## src/rtl/aes_round_ctrl_if.sv

```systemverilog
// Host/core control bundle for the iterative AES round sequencer.
// The sequencer takes the master side; the host/core side takes the slave side.
interface aes_round_ctrl_if #(
   parameter int RND_W = 4
);
   logic             start;
   logic             ready;
   logic             busy;
   logic             done;
   logic             accept;
   logic [RND_W-1:0] rnd_no;
   logic             enb_sb;
   logic             enb_sr;
   logic             enb_mc;
   logic             enb_ar;
   logic             enb_ks;

   modport master (
      input  start,
      output ready, busy, done, accept, rnd_no,
      output enb_sb, enb_sr, enb_mc, enb_ar, enb_ks
   );

   modport slave (
      output start,
      input  ready, busy, done, accept, rnd_no,
      input  enb_sb, enb_sr, enb_mc, enb_ar, enb_ks
   );
endinterface

```

## src/rtl/aes_round_ctrl.sv

```systemverilog
// One-round-per-clock sequencer for an iterative AES-128 core.
// Every output is a Moore decode of the state and round counter, so start never reaches an output combinationally.
module aes_round_ctrl #(
   parameter int NUM_ROUNDS = 10,
   parameter int RND_W      = 4
) (
   input  logic                    clk,
   input  logic                    rst,
   aes_round_ctrl_if.master        bus
);

   typedef enum logic [2:0] {
      IDLE,
      LOAD,
      ROUND,
      FINAL,
      DONE
   } state_t;

   localparam logic [RND_W-1:0] LAST_FULL = RND_W'(NUM_ROUNDS - 1);
   localparam logic [RND_W-1:0] FINAL_RND = RND_W'(NUM_ROUNDS);

   state_t           stateReg, stateNext;
   logic [RND_W-1:0] cntReg, cntNext;

   always_ff @(posedge clk) begin
      if (rst) begin
         stateReg <= IDLE;
         cntReg   <= '0;
      end else begin
         stateReg <= stateNext;
         cntReg   <= cntNext;
      end
   end

   always_comb begin
      stateNext = stateReg;
      cntNext   = cntReg;
      unique case (stateReg)
         IDLE: begin
            cntNext = '0;
            if (bus.start) stateNext = LOAD;
         end
         LOAD: begin
            stateNext = ROUND;
            cntNext   = RND_W'(1);
         end
         ROUND: begin
            if (cntReg == LAST_FULL) begin
               stateNext = FINAL;
               cntNext   = FINAL_RND;
            end else begin
               cntNext = cntReg + 1'b1;
            end
         end
         FINAL: begin
            stateNext = DONE;
         end
         DONE: begin
            // Back-to-back start goes straight to LOAD without an idle bubble.
            cntNext   = '0;
            stateNext = bus.start ? LOAD : IDLE;
         end
         default: begin
            stateNext = IDLE;
            cntNext   = '0;
         end
      endcase
   end

   always_comb begin
      bus.ready  = 1'b0;
      bus.busy   = 1'b0;
      bus.done   = 1'b0;
      bus.accept = 1'b0;
      bus.rnd_no = cntReg;
      bus.enb_sb = 1'b0;
      bus.enb_sr = 1'b0;
      bus.enb_mc = 1'b0;
      bus.enb_ar = 1'b0;
      bus.enb_ks = 1'b0;
      unique case (stateReg)
         IDLE: begin
            bus.ready = 1'b1;
         end
         LOAD: begin
            bus.busy   = 1'b1;
            bus.accept = 1'b1;
            bus.enb_ar = 1'b1;
         end
         ROUND: begin
            bus.busy   = 1'b1;
            bus.enb_sb = 1'b1;
            bus.enb_sr = 1'b1;
            bus.enb_mc = 1'b1;
            bus.enb_ar = 1'b1;
            bus.enb_ks = 1'b1;
         end
         FINAL: begin
            // The last AES round skips MixColumns.
            bus.busy   = 1'b1;
            bus.enb_sb = 1'b1;
            bus.enb_sr = 1'b1;
            bus.enb_ar = 1'b1;
            bus.enb_ks = 1'b1;
         end
         DONE: begin
            bus.ready = 1'b1;
            bus.done  = 1'b1;
         end
         default: begin
            bus.ready = 1'b1;
         end
      endcase
   end

endmodule

```

## src/flat_wrapper.sv

```systemverilog
// flat-port wrapper written by rule: the top's interface ports become plain ports
module aes_round_ctrl_flat 
#(
   parameter int NUM_ROUNDS = 10,
   parameter int RND_W      = 4
)
  (clk, rst, bus_start, bus_ready, bus_busy, bus_done, bus_accept, bus_rnd_no, bus_enb_sb, bus_enb_sr, bus_enb_mc, bus_enb_ar, bus_enb_ks);
  aes_round_ctrl_if #(.RND_W(RND_W)) bus_i ();
  input  logic clk;
  input  logic rst;
  input wire logic [$bits(bus_i.start)-1:0] bus_start;
  output wire logic [$bits(bus_i.ready)-1:0] bus_ready;
  output wire logic [$bits(bus_i.busy)-1:0] bus_busy;
  output wire logic [$bits(bus_i.done)-1:0] bus_done;
  output wire logic [$bits(bus_i.accept)-1:0] bus_accept;
  output wire logic [$bits(bus_i.rnd_no)-1:0] bus_rnd_no;
  output wire logic [$bits(bus_i.enb_sb)-1:0] bus_enb_sb;
  output wire logic [$bits(bus_i.enb_sr)-1:0] bus_enb_sr;
  output wire logic [$bits(bus_i.enb_mc)-1:0] bus_enb_mc;
  output wire logic [$bits(bus_i.enb_ar)-1:0] bus_enb_ar;
  output wire logic [$bits(bus_i.enb_ks)-1:0] bus_enb_ks;
  assign bus_i.start = bus_start;
  assign bus_ready = bus_i.ready;
  assign bus_busy = bus_i.busy;
  assign bus_done = bus_i.done;
  assign bus_accept = bus_i.accept;
  assign bus_rnd_no = bus_i.rnd_no;
  assign bus_enb_sb = bus_i.enb_sb;
  assign bus_enb_sr = bus_i.enb_sr;
  assign bus_enb_mc = bus_i.enb_mc;
  assign bus_enb_ar = bus_i.enb_ar;
  assign bus_enb_ks = bus_i.enb_ks;
  aes_round_ctrl #(.NUM_ROUNDS(NUM_ROUNDS), .RND_W(RND_W)) u_core (.clk(clk), .rst(rst), .bus(bus_i));
endmodule
```

## config.mk

```make
export PLATFORM = sky130hd
export DESIGN_NAME = aes_round_ctrl_flat
export DESIGN_NICKNAME = d
export VERILOG_FILES = /design/src/rtl/aes_round_ctrl_if.sv /design/src/rtl/aes_round_ctrl.sv /design/src/flat_wrapper.sv
export SDC_FILE = /design/constraint.sdc
export NUM_CORES = 1
export LEC_CHECK = 0
export CORE_AREA = 8 8 45 47
export DETAILED_ROUTE_END_ITERATION = 8
export DIE_AREA = 0 0 53 55
export PLACE_DENSITY_LB_ADDON = 0.1
export SLEW_MARGIN = 25
export SYNTH_ARGS = -nofsm -noshare
export SYNTH_HDL_FRONTEND = slang
export SYNTH_SLANG_ARGS = --single-unit
```

## constraint.sdc

```tcl
create_clock -name clk -period 1.5 [get_ports clk]
set_clock_uncertainty 0.2 [all_clocks]
set_input_delay 0.3 -clock clk [delete_from_list [all_inputs] [get_ports clk]]
set_output_delay 0.3 -clock clk [all_outputs]
set_load 0.05 [all_outputs]
```

==> results_tabular.tex, run 1 <==
\begin{tabular}{lr}
\hline
Metric & Value \\
\hline
\multicolumn{2}{l}{\textbf{Power and ir drop}} \\
Internal Pwr Total & 0.481 mW \\
P per Cell Area & 900 nW/um2 \\
Clock network power share & 0.239 \\
Reported leakage power & 0.359 nW \\
Sw power & 0.275 mW \\
Sum of internal, switching and leakage power & 0.756 mW \\
Sequential power share & 0.275 \\
Worst ir drop on vdd & 0.725 mV \\
Switching Fraction & 0.364 \\
Combinational share of power & 0.486 \\
\multicolumn{2}{l}{\textbf{Setup path}} \\
Worst stage delay on the critical path & 0.32 ns \\
Type of destination of the critical path & output pin \\
CP Class & register to output pin \\
Number of buffers and inverters on the critical path & 1 \\
CP cell instances & and2b\_4 -> and2\_4 -> buf\_12 \\
Family of cells with the greatest summed delay on the critical path & simple AND/OR/NAND/NOR gates \\
Required time of the critical path & 1.00 ns \\
Critical-path top delay cell & sky130\_fd\_sc\_hd\_\_dfxtp\_2 \\
Startpoint Class & register \\
Data arrival time of the critical path & 1.11 ns \\
Peak fanout along the critical path & 3 \\
\multicolumn{2}{l}{\textbf{Global route}} \\
Total routing usage reported by global routing & 0.0920 \\
Vias in the first global route & 429 \\
Wire length of the first global-routing pass & 1930 um \\
Initial antenna violation count & 0 \\
Pin count of the biggest net entering global routing & 6 \\
Global route total overflow & 0 \\
\multicolumn{2}{l}{\textbf{Timing}} \\
Final period util & 1.07 \\
RSZ-0062 raised after global routing & true \\
Count of final max-slew check failures & 0 \\
Highest achievable clock rate & 622 MHz \\
Max-slew headroom & 0.865 \\
Clock period minus final worst setup slack & 1.61 ns \\
Final Hold Viols & 0 \\
Least setup slack across all paths after layout & -0.107 ns \\
Transition time at the pin with the least slew margin & 0.202 ns \\
Count of final setup violators & 9 \\
\multicolumn{2}{l}{\textbf{Yosys}} \\
Yosys reg bits & 7 \\
Combinational family with the most area after synthesis & simple AND/OR/NAND/NOR gates \\
Portion of the post-synthesis area used by sequential elements & 0.367 \\
Post-synthesis share of cell area spent on full adders, half adders and majority gates & 0.0656 \\
Netlist Area Pre-Place & 382 um2 \\
Simple-gate share of the synthesized area & 0.298 \\
Complex-gate fraction of the synthesized area & 0.0820 \\
Net count after synthesis & 47 \\
Count of synthesis-stage warnings from yosys & 0 \\
Share of the synthesized netlist area taken by xor and xnor gates & 0.0689 \\
Synthesized instance count & 42 \\
Unique masters post-synth & 23 \\
Mux share of post-synthesis cell area & 0 \\
Mean cell area of the mapped netlist & 9.09 um2 \\
\multicolumn{2}{l}{\textbf{Finish}} \\
Most common cell after layout, fill and taps aside & sky130\_fd\_sc\_hd\_\_buf\_12 \\
Area growth from synthesis to layout & 120\% \\
Antenna cells & 0 \\
Number of standard cells in the layout, taps in and fillers out & 87 \\
Most used cells in the layout excluding fill and tap cells & 13 x sky130\_fd\_sc\_hd\_\_buf\_12, 11 x sky130\_fd\_sc\_hd\_\_buf\_4, 4 x sky130\_fd\_sc\_hd\_\_nor2\_1 \\
Util after Layout & 0.607 \\
Final net count & 77 \\
Finished layout cell area & 840 um2 \\
Share of final-layout standard cells stronger than drive strength 1 & 0.662 \\
\multicolumn{2}{l}{\textbf{CTS}} \\
Number of buffers added to fix hold violations after cts & 0 \\
Number of clock sinks seen by CTS & 7 \\
Clock tree from TritonCTS & yes \\
Clock Latency Late Sink & 0.26 ns \\
Clock slew at the register clock pins of the worst setup and hold paths & 0.06 ns \\
Buffer type at the clock tree root & sky130\_fd\_sc\_hd\_\_clkbuf\_4 \\
Level count of the clock H-tree & 1 \\
Clock Path Buffers & 2 \\
TritonCTS Buffers & 3 \\
\multicolumn{2}{l}{\textbf{Outcome}} \\
Outcome & complete, but fails checks \\
Violated checks & negative setup slack \\
\multicolumn{2}{l}{\textbf{Drt}} \\
Total wire length after detailed routing & 1210 um \\
Total number of vias & 391 \\
Per-cell routed wire length & 13.9 um \\
First-pass iteration count of the detailed router & 4 \\
Number of remaining DRC errors & 0 \\
Starting DRT DRC Count & 3 \\
Number of vias per cell after detailed routing & 4.49 \\
Count of antenna-violating nets left after detailed routing & 0 \\
\multicolumn{2}{l}{\textbf{Floorplan}} \\
Core Area & 1380 um2 \\
Number of top-level design ports & 16 \\
Initial core utilization & 0.276 \\
Horiz. Die Dim & 53 um \\
Number of placement rows & 14 \\
Vertical extent of the die & 55 um \\
Area enclosed by the die boundary & 2920 um2 \\
\multicolumn{2}{l}{\textbf{Place}} \\
Hpwl dp & 874 um \\
Number of input and output port buffers inserted & 15 \\
Final estimated routing congestion in global placement & 0.781 \\
Placed Instances & 76 \\
Total cell area at the placement stage & 722 um2 \\
\multicolumn{2}{l}{\textbf{Min path}} \\
Worst hold path type & register to register \\
\multicolumn{2}{l}{\textbf{Flow run}} \\
\# Max-Cap Violations & 0 \\
\hline
\end{tabular}
-- worst min-delay path, delay by kind of cell (launching register included) --
kind,cells,cell delay [ns]
xor gates and xnor gates,1,0.08
DFF,1,0.37
and+or+nand+nor,1,0.07
-- per-stage QoR --
step	worst slack, ns	hold slack, ns	TNS (ns)
after floorplan	-0.164	0.177	-0.514
after global placement	0.0657	0.342	0
after detailed placement	0.00838	0.346	0
after CTS	-0.116	0.357	-0.850
after global routing	-0.139	0.382	-1.07
final	-0.107	0.357	-0.765
-- final timing paths --
kind | to | start | depth (start not counted) | slack, ns
max | bus_enb_mc | u_core.stateReg[2]$_SDFFE_PP0P_ | 3 | -0.11
min | u_core.bus.rnd_no[3]$_SDFFE_PP0N_ | u_core.bus.rnd_no[3]$_SDFFE_PP0N_ | 2 | 0.36
max reg2reg | u_core.bus.rnd_no[2]$_SDFFE_PP0N_ | u_core.stateReg[2]$_SDFFE_PP0P_ | 6 | 0.04
min reg2reg | u_core.bus.rnd_no[3]$_SDFFE_PP0N_ | u_core.bus.rnd_no[3]$_SDFFE_PP0N_ | 2 | 0.36
-- Yosys cell counts --
library cell	n	area share
sky130_fd_sc_hd__dfxtp_1	7	0.37
sky130_fd_sc_hd__nor2_1	6	0.059
sky130_fd_sc_hd__buf_4	3	0.059
sky130_fd_sc_hd__inv_1	3	0.030
sky130_fd_sc_hd__and2_1	2	0.033
sky130_fd_sc_hd__ha_1	2	0.066
sky130_fd_sc_hd__nor3_1	2	0.026
sky130_fd_sc_hd__xnor2_1	2	0.046
sky130_fd_sc_hd__a21oi_1	1	0.013
sky130_fd_sc_hd__a311oi_2	1	0.039
sky130_fd_sc_hd__a31oi_1	1	0.016
sky130_fd_sc_hd__and2b_2	1	0.023
sky130_fd_sc_hd__and3_1	1	0.016
sky130_fd_sc_hd__and3_2	1	0.020
sky130_fd_sc_hd__buf_6	1	0.030
sky130_fd_sc_hd__nand2_1	1	0.0098
sky130_fd_sc_hd__nand2b_4	1	0.036
sky130_fd_sc_hd__nand3b_1	1	0.020
sky130_fd_sc_hd__nand4b_1	1	0.023
sky130_fd_sc_hd__nor2b_1	1	0.016
sky130_fd_sc_hd__o21ai_1	1	0.013
sky130_fd_sc_hd__or3_1	1	0.016
sky130_fd_sc_hd__xor2_1	1	0.023
-- metal layers --
| layer | track usage | routed length (um) | vias up |
|---|---|---|---|
| met5 | 0 | 0 | - |
| met4 | 0.0517 | 12 | 0 |
| met3 | 0.0428 | 89 | 2 |
| met2 | 0.170 | 680 | 10 |
| met1 | 0.0810 | 423 | 183 |
| li1 | - | - | 196 |
-- flip-flops by register name, summed over array words and instances (netlist names) --
name	cells
u_core.stateReg	3
u_core.bus.rnd_no	4
-- kinds of logic (layout without fill, tap and decap cells) --
group	Yosys count	after routing
and+or+nand+nor	19	19
DFF	7	7
adders and majority gates	2	2
buffers and inverters	7	36
AOI/OAI and AO/OA	4	4
xor gates and xnor gates	3	3
-- layout make-up --
| type | count | area [um2] |
|---|---|---|
| Fill cell | 114 | 544 |
| Clock inverter | 1 | 5.00 |
| Multi-Input combinational cell | 28 | 229 |
| Clock buffer | 3 | 22.5 |
| Sequential cell | 7 | 155 |
| Inverter | 3 | 11.3 |
| Timing Repair Buffer | 29 | 397 |
| Tap cell | 16 | 20.0 |
-- power groups by stage --
stage | clock network, mW | logic, mW | registers (mW)
CTS | 0.185 | 0.353 | 0.209
finish | 0.180 | 0.367 | 0.208
floorplan | 0 | 0.166 | 0.218
global route | 0.195 | 0.384 | 0.210
detailed placement | 0 | 0.321 | 0.210
global placement | 0 | 0.318 | 0.209
-- timing repair --
action	4_1_cts	5_1_grt
resized for setup	12	2
setup endpoints to repair	9	9
setup buffers	5	2
pin swaps	2	3
Power figures use the tool's default switching activity.
==> run 2: changes to the inputs <==
--- a/config.mk
+++ b/config.mk
@@ -6,6 +6,7 @@
 export NUM_CORES = 1
 export LEC_CHECK = 0
 export CORE_AREA = 8 8 45 47
+export CTS_CLUSTER_SIZE = 24
 export DETAILED_ROUTE_END_ITERATION = 8
 export DIE_AREA = 0 0 53 55
 export PLACE_DENSITY_LB_ADDON = 0.1
==> constraint.sdc (replaced) <==
create_clock -name clk -period 1.3 [get_ports clk]
set_clock_uncertainty 0.2 [all_clocks]
set_input_delay 0.26 -clock clk [delete_from_list [all_inputs] [get_ports clk]]
set_output_delay 0.26 -clock clk [all_outputs]
set_load 0.05 [all_outputs]
==> run 2 against run 1 <==
  * The flow still finishes with violations (negative setup slack)
  * Non-clock buffer count up 4
  * Die area stayed put
  * Sequential power is 14% higher
  * Combinational power up 25%
  * Critical path depth is the same
  * Worst setup slack worse by 0.17 ns
  * Critical path type unchanged
==> results_tabular.tex, run 2 (synthesized netlist as in run 1, its figures left out) <==
\begin{tabular}{lr}
\hline
Metric & Value \\
\hline
\multicolumn{2}{l}{\textbf{Timing}} \\
Least setup slack across all paths after layout & -0.282 ns \\
Final Hold Viols & 0 \\
Transition time at the pin with the least slew margin & 0.204 ns \\
Final-layout worst hold slack & 0.350 ns \\
Count of final setup violators & 14 \\
Max-slew headroom & 0.863 \\
Count of final max-slew check failures & 0 \\
Clock period minus final worst setup slack & 1.58 ns \\
RSZ-0062 raised after global routing & true \\
Highest achievable clock rate & 632 MHz \\
Final period util & 1.22 \\
\multicolumn{2}{l}{\textbf{CTS}} \\
Clock Latency Late Sink & 0.26 ns \\
Clock tree from TritonCTS & yes \\
Buffer type at the clock tree root & sky130\_fd\_sc\_hd\_\_clkbuf\_4 \\
Clock slew at the register clock pins of the worst setup and hold paths & 0.06 ns \\
Level count of the clock H-tree & 1 \\
TritonCTS Buffers & 3 \\
Number of clock sinks seen by CTS & 7 \\
Clock Path Buffers & 2 \\
Number of buffers added to fix hold violations after cts & 0 \\
\multicolumn{2}{l}{\textbf{Power and ir drop}} \\
Reported leakage power & 0.396 nW \\
Combinational share of power & 0.510 \\
Switching Fraction & 0.352 \\
Sequential power share & 0.264 \\
Internal Pwr Total & 0.583 mW \\
Clock network power share & 0.226 \\
Sw power & 0.317 mW \\
P per Cell Area & 932 nW/um2 \\
Worst ir drop on vdd & 0.588 mV \\
Sum of internal, switching and leakage power & 0.900 mW \\
\multicolumn{2}{l}{\textbf{Drt}} \\
Per-cell routed wire length & 12.5 um \\
Starting DRT DRC Count & 5 \\
Number of vias per cell after detailed routing & 4.56 \\
Number of remaining DRC errors & 0 \\
Count of antenna-violating nets left after detailed routing & 0 \\
Total wire length after detailed routing & 1140 um \\
Total number of vias & 415 \\
First-pass iteration count of the detailed router & 2 \\
\multicolumn{2}{l}{\textbf{Global route}} \\
Total routing usage reported by global routing & 0.0794 \\
Wire length of the first global-routing pass & 1700 um \\
Initial antenna violation count & 0 \\
Pin count of the biggest net entering global routing & 5 \\
Global route total overflow & 0 \\
Vias in the first global route & 445 \\
\multicolumn{2}{l}{\textbf{Setup path}} \\
Number of buffers and inverters on the critical path & 1 \\
Type of destination of the critical path & output pin \\
CP Class & register to output pin \\
CP cell instances & and2b\_4 -> and2\_4 -> buf\_12 \\
Peak fanout along the critical path & 3 \\
Family of cells with the greatest summed delay on the critical path & simple AND/OR/NAND/NOR gates \\
Critical-path top delay cell & sky130\_fd\_sc\_hd\_\_dfxtp\_2 \\
Internal reg-to-reg setup slack & -0.10 ns \\
Required time of the critical path & 0.84 ns \\
Worst stage delay on the critical path & 0.32 ns \\
Startpoint Class & register \\
Data arrival time of the critical path & 1.12 ns \\
\multicolumn{2}{l}{\textbf{Floorplan}} \\
Core Area & 1380 um2 \\
Number of placement rows & 14 \\
Vertical extent of the die & 55 um \\
Area enclosed by the die boundary & 2920 um2 \\
Number of top-level design ports & 16 \\
Horiz. Die Dim & 53 um \\
Initial core utilization & 0.276 \\
\multicolumn{2}{l}{\textbf{Finish}} \\
Area growth from synthesis to layout & 153\% \\
Most common cell after layout, fill and taps aside & sky130\_fd\_sc\_hd\_\_buf\_12 \\
Final net count & 81 \\
Util after Layout & 0.698 \\
Share of final-layout standard cells stronger than drive strength 1 & 0.813 \\
Most used cells in the layout excluding fill and tap cells & 15 x sky130\_fd\_sc\_hd\_\_buf\_12, 9 x sky130\_fd\_sc\_hd\_\_buf\_4, 7 x sky130\_fd\_sc\_hd\_\_buf\_6, 4 x sky130\_fd\_sc\_hd\_\_nor2\_1, 4 x sky130\_fd\_sc\_hd\_\_dfxtp\_2 \\
Area used by sequential logic in the layout & 156 um2 \\
Fill cells & 103 \\
Finished layout cell area & 966 um2 \\
Antenna cells & 0 \\
Footprint of the multi-input gates & 283 um2 \\
Flip-flop count of the largest register, all copies and words added & 4 \\
\multicolumn{2}{l}{\textbf{Place}} \\
Number of input and output port buffers inserted & 15 \\
Total cell area at the placement stage & 846 um2 \\
Final estimated routing congestion in global placement & 0.833 \\
Hpwl dp & 894 um \\
\multicolumn{2}{l}{\textbf{Outcome}} \\
Outcome & complete, but fails checks \\
Violated checks & negative setup slack \\
\multicolumn{2}{l}{\textbf{Min path}} \\
Worst hold path type & register to register \\
\multicolumn{2}{l}{\textbf{Flow run}} \\
\# Max-Cap Violations & 0 \\
\hline
\end{tabular}
[run 2: layout make-up]
type | instances | area share
timing repair buffer | 33 | 0.483
inverter | 3 | 0.0142
sequential | 7 | 0.162
tap | 16 | 0.0207
clock buffer | 4 | 0.0272
multi-input combinational | 28 | 0.293
[run 2: stage by stage]
step | setup TNS [ns] | setup WS [ns] | instances
finish | -2.46 | -0.282 | 91
global route | -3.06 | -0.320 | 91
CTS | -2.34 | -0.287 | 90
detailed placement | -0.378 | -0.151 | 84
global placement | -0.290 | -0.100 | 84
floorplan | -1.13 | -0.231 | 42
[run 2: routing by layer]
layer  GRT usage  vias up  wire length (um)
li1            -      205                 -
met1      0.0672      197               366
met2       0.148       11               666
met3      0.0348        2                88
met4      0.0517        0                17
met5           0        -                 0
[run 2: worst paths after layout]
kind / startpoint / end / cells past startpoint
worst max-delay path: u_core.stateReg[2]$_SDFFE_PP0P_ / bus_enb_mc / 3
worst min register to register: u_core.stateReg[2]$_SDFFE_PP0P_ / u_core.stateReg[1]$_SDFFE_PP0P_ / 2
worst max register to register: u_core.stateReg[0]$_SDFFE_PP0P_ / u_core.bus.rnd_no[0]$_SDFFE_PP0N_ / 4
worst min-delay path: u_core.stateReg[2]$_SDFFE_PP0P_ / u_core.stateReg[1]$_SDFFE_PP0P_ / 2
[run 2: timing repair]
action,4_1_cts,5_1_grt
gates resized for setup,7,12
setup endpoints to repair,15,17
buffers inserted,2,1
pin swaps,2,4
[run 2: tightest hold or removal path, stage by stage (launching register included)]
cell,delay [ns]
sky130_fd_sc_hd__dfxtp_2,0.33
sky130_fd_sc_hd__buf_4,0.13
sky130_fd_sc_hd__nor3_2,0.05
[run 2: power groups by stage]
| stage | Combinational (mW) | Sequential [mW] | Clock (mW) |
|---|---|---|---|
| floorplan | 0.213 | 0.255 | 0 |
| global placement | 0.430 | 0.239 | 0 |
| detailed placement | 0.435 | 0.240 | 0 |
| CTS | 0.441 | 0.237 | 0.208 |
| global route | 0.480 | 0.238 | 0.226 |
| finish | 0.459 | 0.237 | 0.203 |
==> run 3: changes to the inputs <==
==> constraint.sdc (replaced) <==
create_clock -name clk -period 2 [get_ports clk]
set_clock_uncertainty 0.2 [all_clocks]
set_input_delay 0.4 -clock clk [delete_from_list [all_inputs] [get_ports clk]]
set_output_delay 0.4 -clock clk [all_outputs]
set_load 0.05 [all_outputs]
==> run 3 against run 2 <==
  * The run now ends clean
  * Sequential power fell by 34%
  * Flip-flop and latch count unchanged
  * Worst setup slack better by 0.39 ns
  * Combinational power fell by 54%
  * Critical endpoint unchanged
  * Count of clock-buffer cells in the layout unchanged
  * Via count down 22%
==> results_tabular.tex, run 3 (synthesized netlist as in run 1, its figures left out) <==
\begin{tabular}{lr}
\hline
Metric & Value \\
\hline
\multicolumn{2}{l}{\textbf{Setup path}} \\
Worst stage delay on the critical path & 0.44 ns \\
Endpoint of the lowest-slack register-to-register path & u\_core.bus.rnd\_no[0]\$\_SDFFE\_PP0N\_ \\
Source of the worst register-to-register timing path & u\_core.bus.rnd\_no[0]\$\_SDFFE\_PP0N\_ \\
Peak fanout along the critical path & 6 \\
Internal reg-to-reg setup slack & 0.55 ns \\
Required time of the critical path & 1.40 ns \\
Type of destination of the critical path & output pin \\
Depth of the worst register-to-register path & 4 \\
Startpoint Class & register \\
Critical-path top delay cell & sky130\_fd\_sc\_hd\_\_dfxtp\_1 \\
CP Class & register to output pin \\
CP cell instances & and2b\_4 -> and2\_1 -> buf\_12 \\
Data arrival time of the critical path & 1.29 ns \\
\multicolumn{2}{l}{\textbf{Flow run}} \\
\# Max-Cap Violations & 0 \\
\multicolumn{2}{l}{\textbf{Global route}} \\
Initial antenna violation count & 0 \\
Met1 layer usage reported by global route & 0.0668 \\
Busiest metal layer after global routing & met2 \\
Wire length of the first global-routing pass & 1410 um \\
Pin count of the biggest net entering global routing & 9 \\
Fraction of met2 tracks used by global routing & 0.0996 \\
Global route total overflow & 0 \\
Vias in the first global route & 332 \\
Met3 track utilization from global routing & 0.0455 \\
Total routing usage reported by global routing & 0.0644 \\
\multicolumn{2}{l}{\textbf{Drt}} \\
Total number of vias & 325 \\
Total wire length after detailed routing & 873 um \\
Number of remaining DRC errors & 0 \\
Per-cell routed wire length & 12.0 um \\
Starting DRT DRC Count & 2 \\
Number of vias per cell after detailed routing & 4.45 \\
First-pass iteration count of the detailed router & 2 \\
Count of antenna-violating nets left after detailed routing & 0 \\
\multicolumn{2}{l}{\textbf{Floorplan}} \\
Horiz. Die Dim & 53 um \\
Vertical extent of the die & 55 um \\
Initial core utilization & 0.276 \\
Area enclosed by the die boundary & 2920 um2 \\
Core Area & 1380 um2 \\
Number of top-level design ports & 16 \\
Number of placement rows & 14 \\
\multicolumn{2}{l}{\textbf{CTS}} \\
TritonCTS Buffers & 3 \\
Number of clock sinks seen by CTS & 7 \\
Clock tree from TritonCTS & yes \\
Clock Latency Late Sink & 0.24 ns \\
\# Post-CTS Setup Buffers & 0 \\
Clock slew at the register clock pins of the worst setup and hold paths & 0.06 ns \\
Buffer type at the clock tree root & sky130\_fd\_sc\_hd\_\_clkbuf\_4 \\
Clock Path Buffers & 2 \\
Level count of the clock H-tree & 1 \\
\multicolumn{2}{l}{\textbf{Timing}} \\
Count of final setup violators & 0 \\
Clock period minus final worst setup slack & 1.89 ns \\
RSZ-0062 raised after global routing & false \\
Setup TNS Final & 0 ns \\
Final Hold Viols & 0 \\
Final period util & 0.947 \\
Count of final max-slew check failures & 0 \\
Max-slew headroom & 0.802 \\
Transition time at the pin with the least slew margin & 0.296 ns \\
Highest achievable clock rate & 528 MHz \\
\multicolumn{2}{l}{\textbf{Finish}} \\
Most common cell after layout, fill and taps aside & sky130\_fd\_sc\_hd\_\_buf\_12 \\
Most used cells in the layout excluding fill and tap cells & 9 x sky130\_fd\_sc\_hd\_\_buf\_12, 6 x sky130\_fd\_sc\_hd\_\_dfxtp\_1, 5 x sky130\_fd\_sc\_hd\_\_nor2\_1, 4 x sky130\_fd\_sc\_hd\_\_buf\_4 \\
Area growth from synthesis to layout & 67.5\% \\
Finished layout cell area & 639 um2 \\
Fill cells & 141 \\
Flip-flop count of the largest register, all copies and words added & 4 \\
Final net count & 63 \\
Share of final-layout standard cells stronger than drive strength 1 & 0.404 \\
Antenna cells & 0 \\
\multicolumn{2}{l}{\textbf{Place}} \\
Final estimated routing congestion in global placement & 0.706 \\
Hpwl dp & 697 um \\
Total cell area at the placement stage & 606 um2 \\
Number of input and output port buffers inserted & 15 \\
\multicolumn{2}{l}{\textbf{Min path}} \\
Worst hold path type & register to register \\
Number of cells on the worst hold path & 1 \\
Worst hold path endpoint & u\_core.stateReg[1]\$\_SDFFE\_PP0P\_ \\
Beginning of the worst hold path & u\_core.stateReg[2]\$\_SDFFE\_PP0P\_ \\
\multicolumn{2}{l}{\textbf{Power and ir drop}} \\
Worst ir drop on vdd & 0.266 mV \\
P per Cell Area & 772 nW/um2 \\
Reported leakage power & 0.262 nW \\
\multicolumn{2}{l}{\textbf{Outcome}} \\
Outcome & completed \\
\hline
\end{tabular}
[run 3: cell types whose count changed in the layout (fill, tap and decap cells not counted), moves of 3 or more]
| cell | before | now |
|---|---|---|
| sky130_fd_sc_hd__buf_4 | 9 | 4 |
| sky130_fd_sc_hd__dfxtp_1 | 0 | 6 |
| sky130_fd_sc_hd__buf_12 | 15 | 9 |
| sky130_fd_sc_hd__buf_6 | 7 | 0 |
| sky130_fd_sc_hd__dfxtp_4 | 3 | 0 |
| sky130_fd_sc_hd__dfxtp_2 | 4 | 1 |
| sky130_fd_sc_hd__inv_1 | 0 | 3 |
[run 3: area by class of cell]
class                           count  area, um2  share of cell area
Timing Repair Buffer               15        230               0.360
Multi-Input combinational cell     28        210               0.329
Sequential cell                     7        141               0.221
Clock buffer                        4       26.3              0.0411
Tap cell                           16       20.0              0.0313
Inverter                            3       11.3              0.0176
[run 3: critical path: cells and delay by family (launching register included)]
family | cells | cell delay, ns
simple gates | 2 | 0.47
flops | 1 | 0.44
buf+inv | 1 | 0.14
[run 3: worst max path at each step]
stage	startpoint	endpoint	slack, ns	depth (start not counted)
3_5_place_dp	u_core.stateReg[2]$_SDFFE_PP0P_	bus_enb_mc	0.30	3
2_1_floorplan	u_core.stateReg[0]$_SDFFE_PP0P_	bus_ready	0.08	4
6_report	u_core.stateReg[1]$_SDFFE_PP0P_	bus_enb_mc	0.11	3
5_1_grt	u_core.stateReg[0]$_SDFFE_PP0P_	bus_accept	0.01	3
4_1_cts	u_core.stateReg[2]$_SDFFE_PP0P_	bus_enb_mc	0.03	3
3_3_place_gp	u_core.stateReg[1]$_SDFFE_PP0P_	bus_enb_mc	0.29	3
[run 3: power breakdown]
group	internal [mW]	total, mW	leakage (nW)	switching, mW
clock	0.0759	0.124	0.0150	0.0481
combinational	0.0960	0.213	0.190	0.117
sequential	0.146	0.157	0.0574	0.0106
total	0.318	0.493	0.262	0.175
[run 3: stage by stage]
step                       util  setup WS [ns]  power (mW)  cells  hold WS [ns]
final                     0.462          0.106       0.493     73         0.306
after detailed placement  0.438          0.297       0.370     69         0.338
after global routing      0.462         0.0106       0.521     73         0.356
after CTS                 0.457         0.0272       0.498     73         0.351
after floorplan               -         0.0801       0.281     42         0.277
after global placement    0.438          0.288       0.371     69         0.346
[run 3: timing repair]
action	in CTS	in global routing
hold endpoints to repair	0	0
resized for setup	0	3
setup endpoints to repair	0	2
hold buffers	0	0
[run 3: metal layers]
layer | wire length, um | part of all wire
met5 | 0 | 0
met4 | 0 | 0
met3 | 123 | 0.14
met2 | 361 | 0.41
met1 | 389 | 0.45
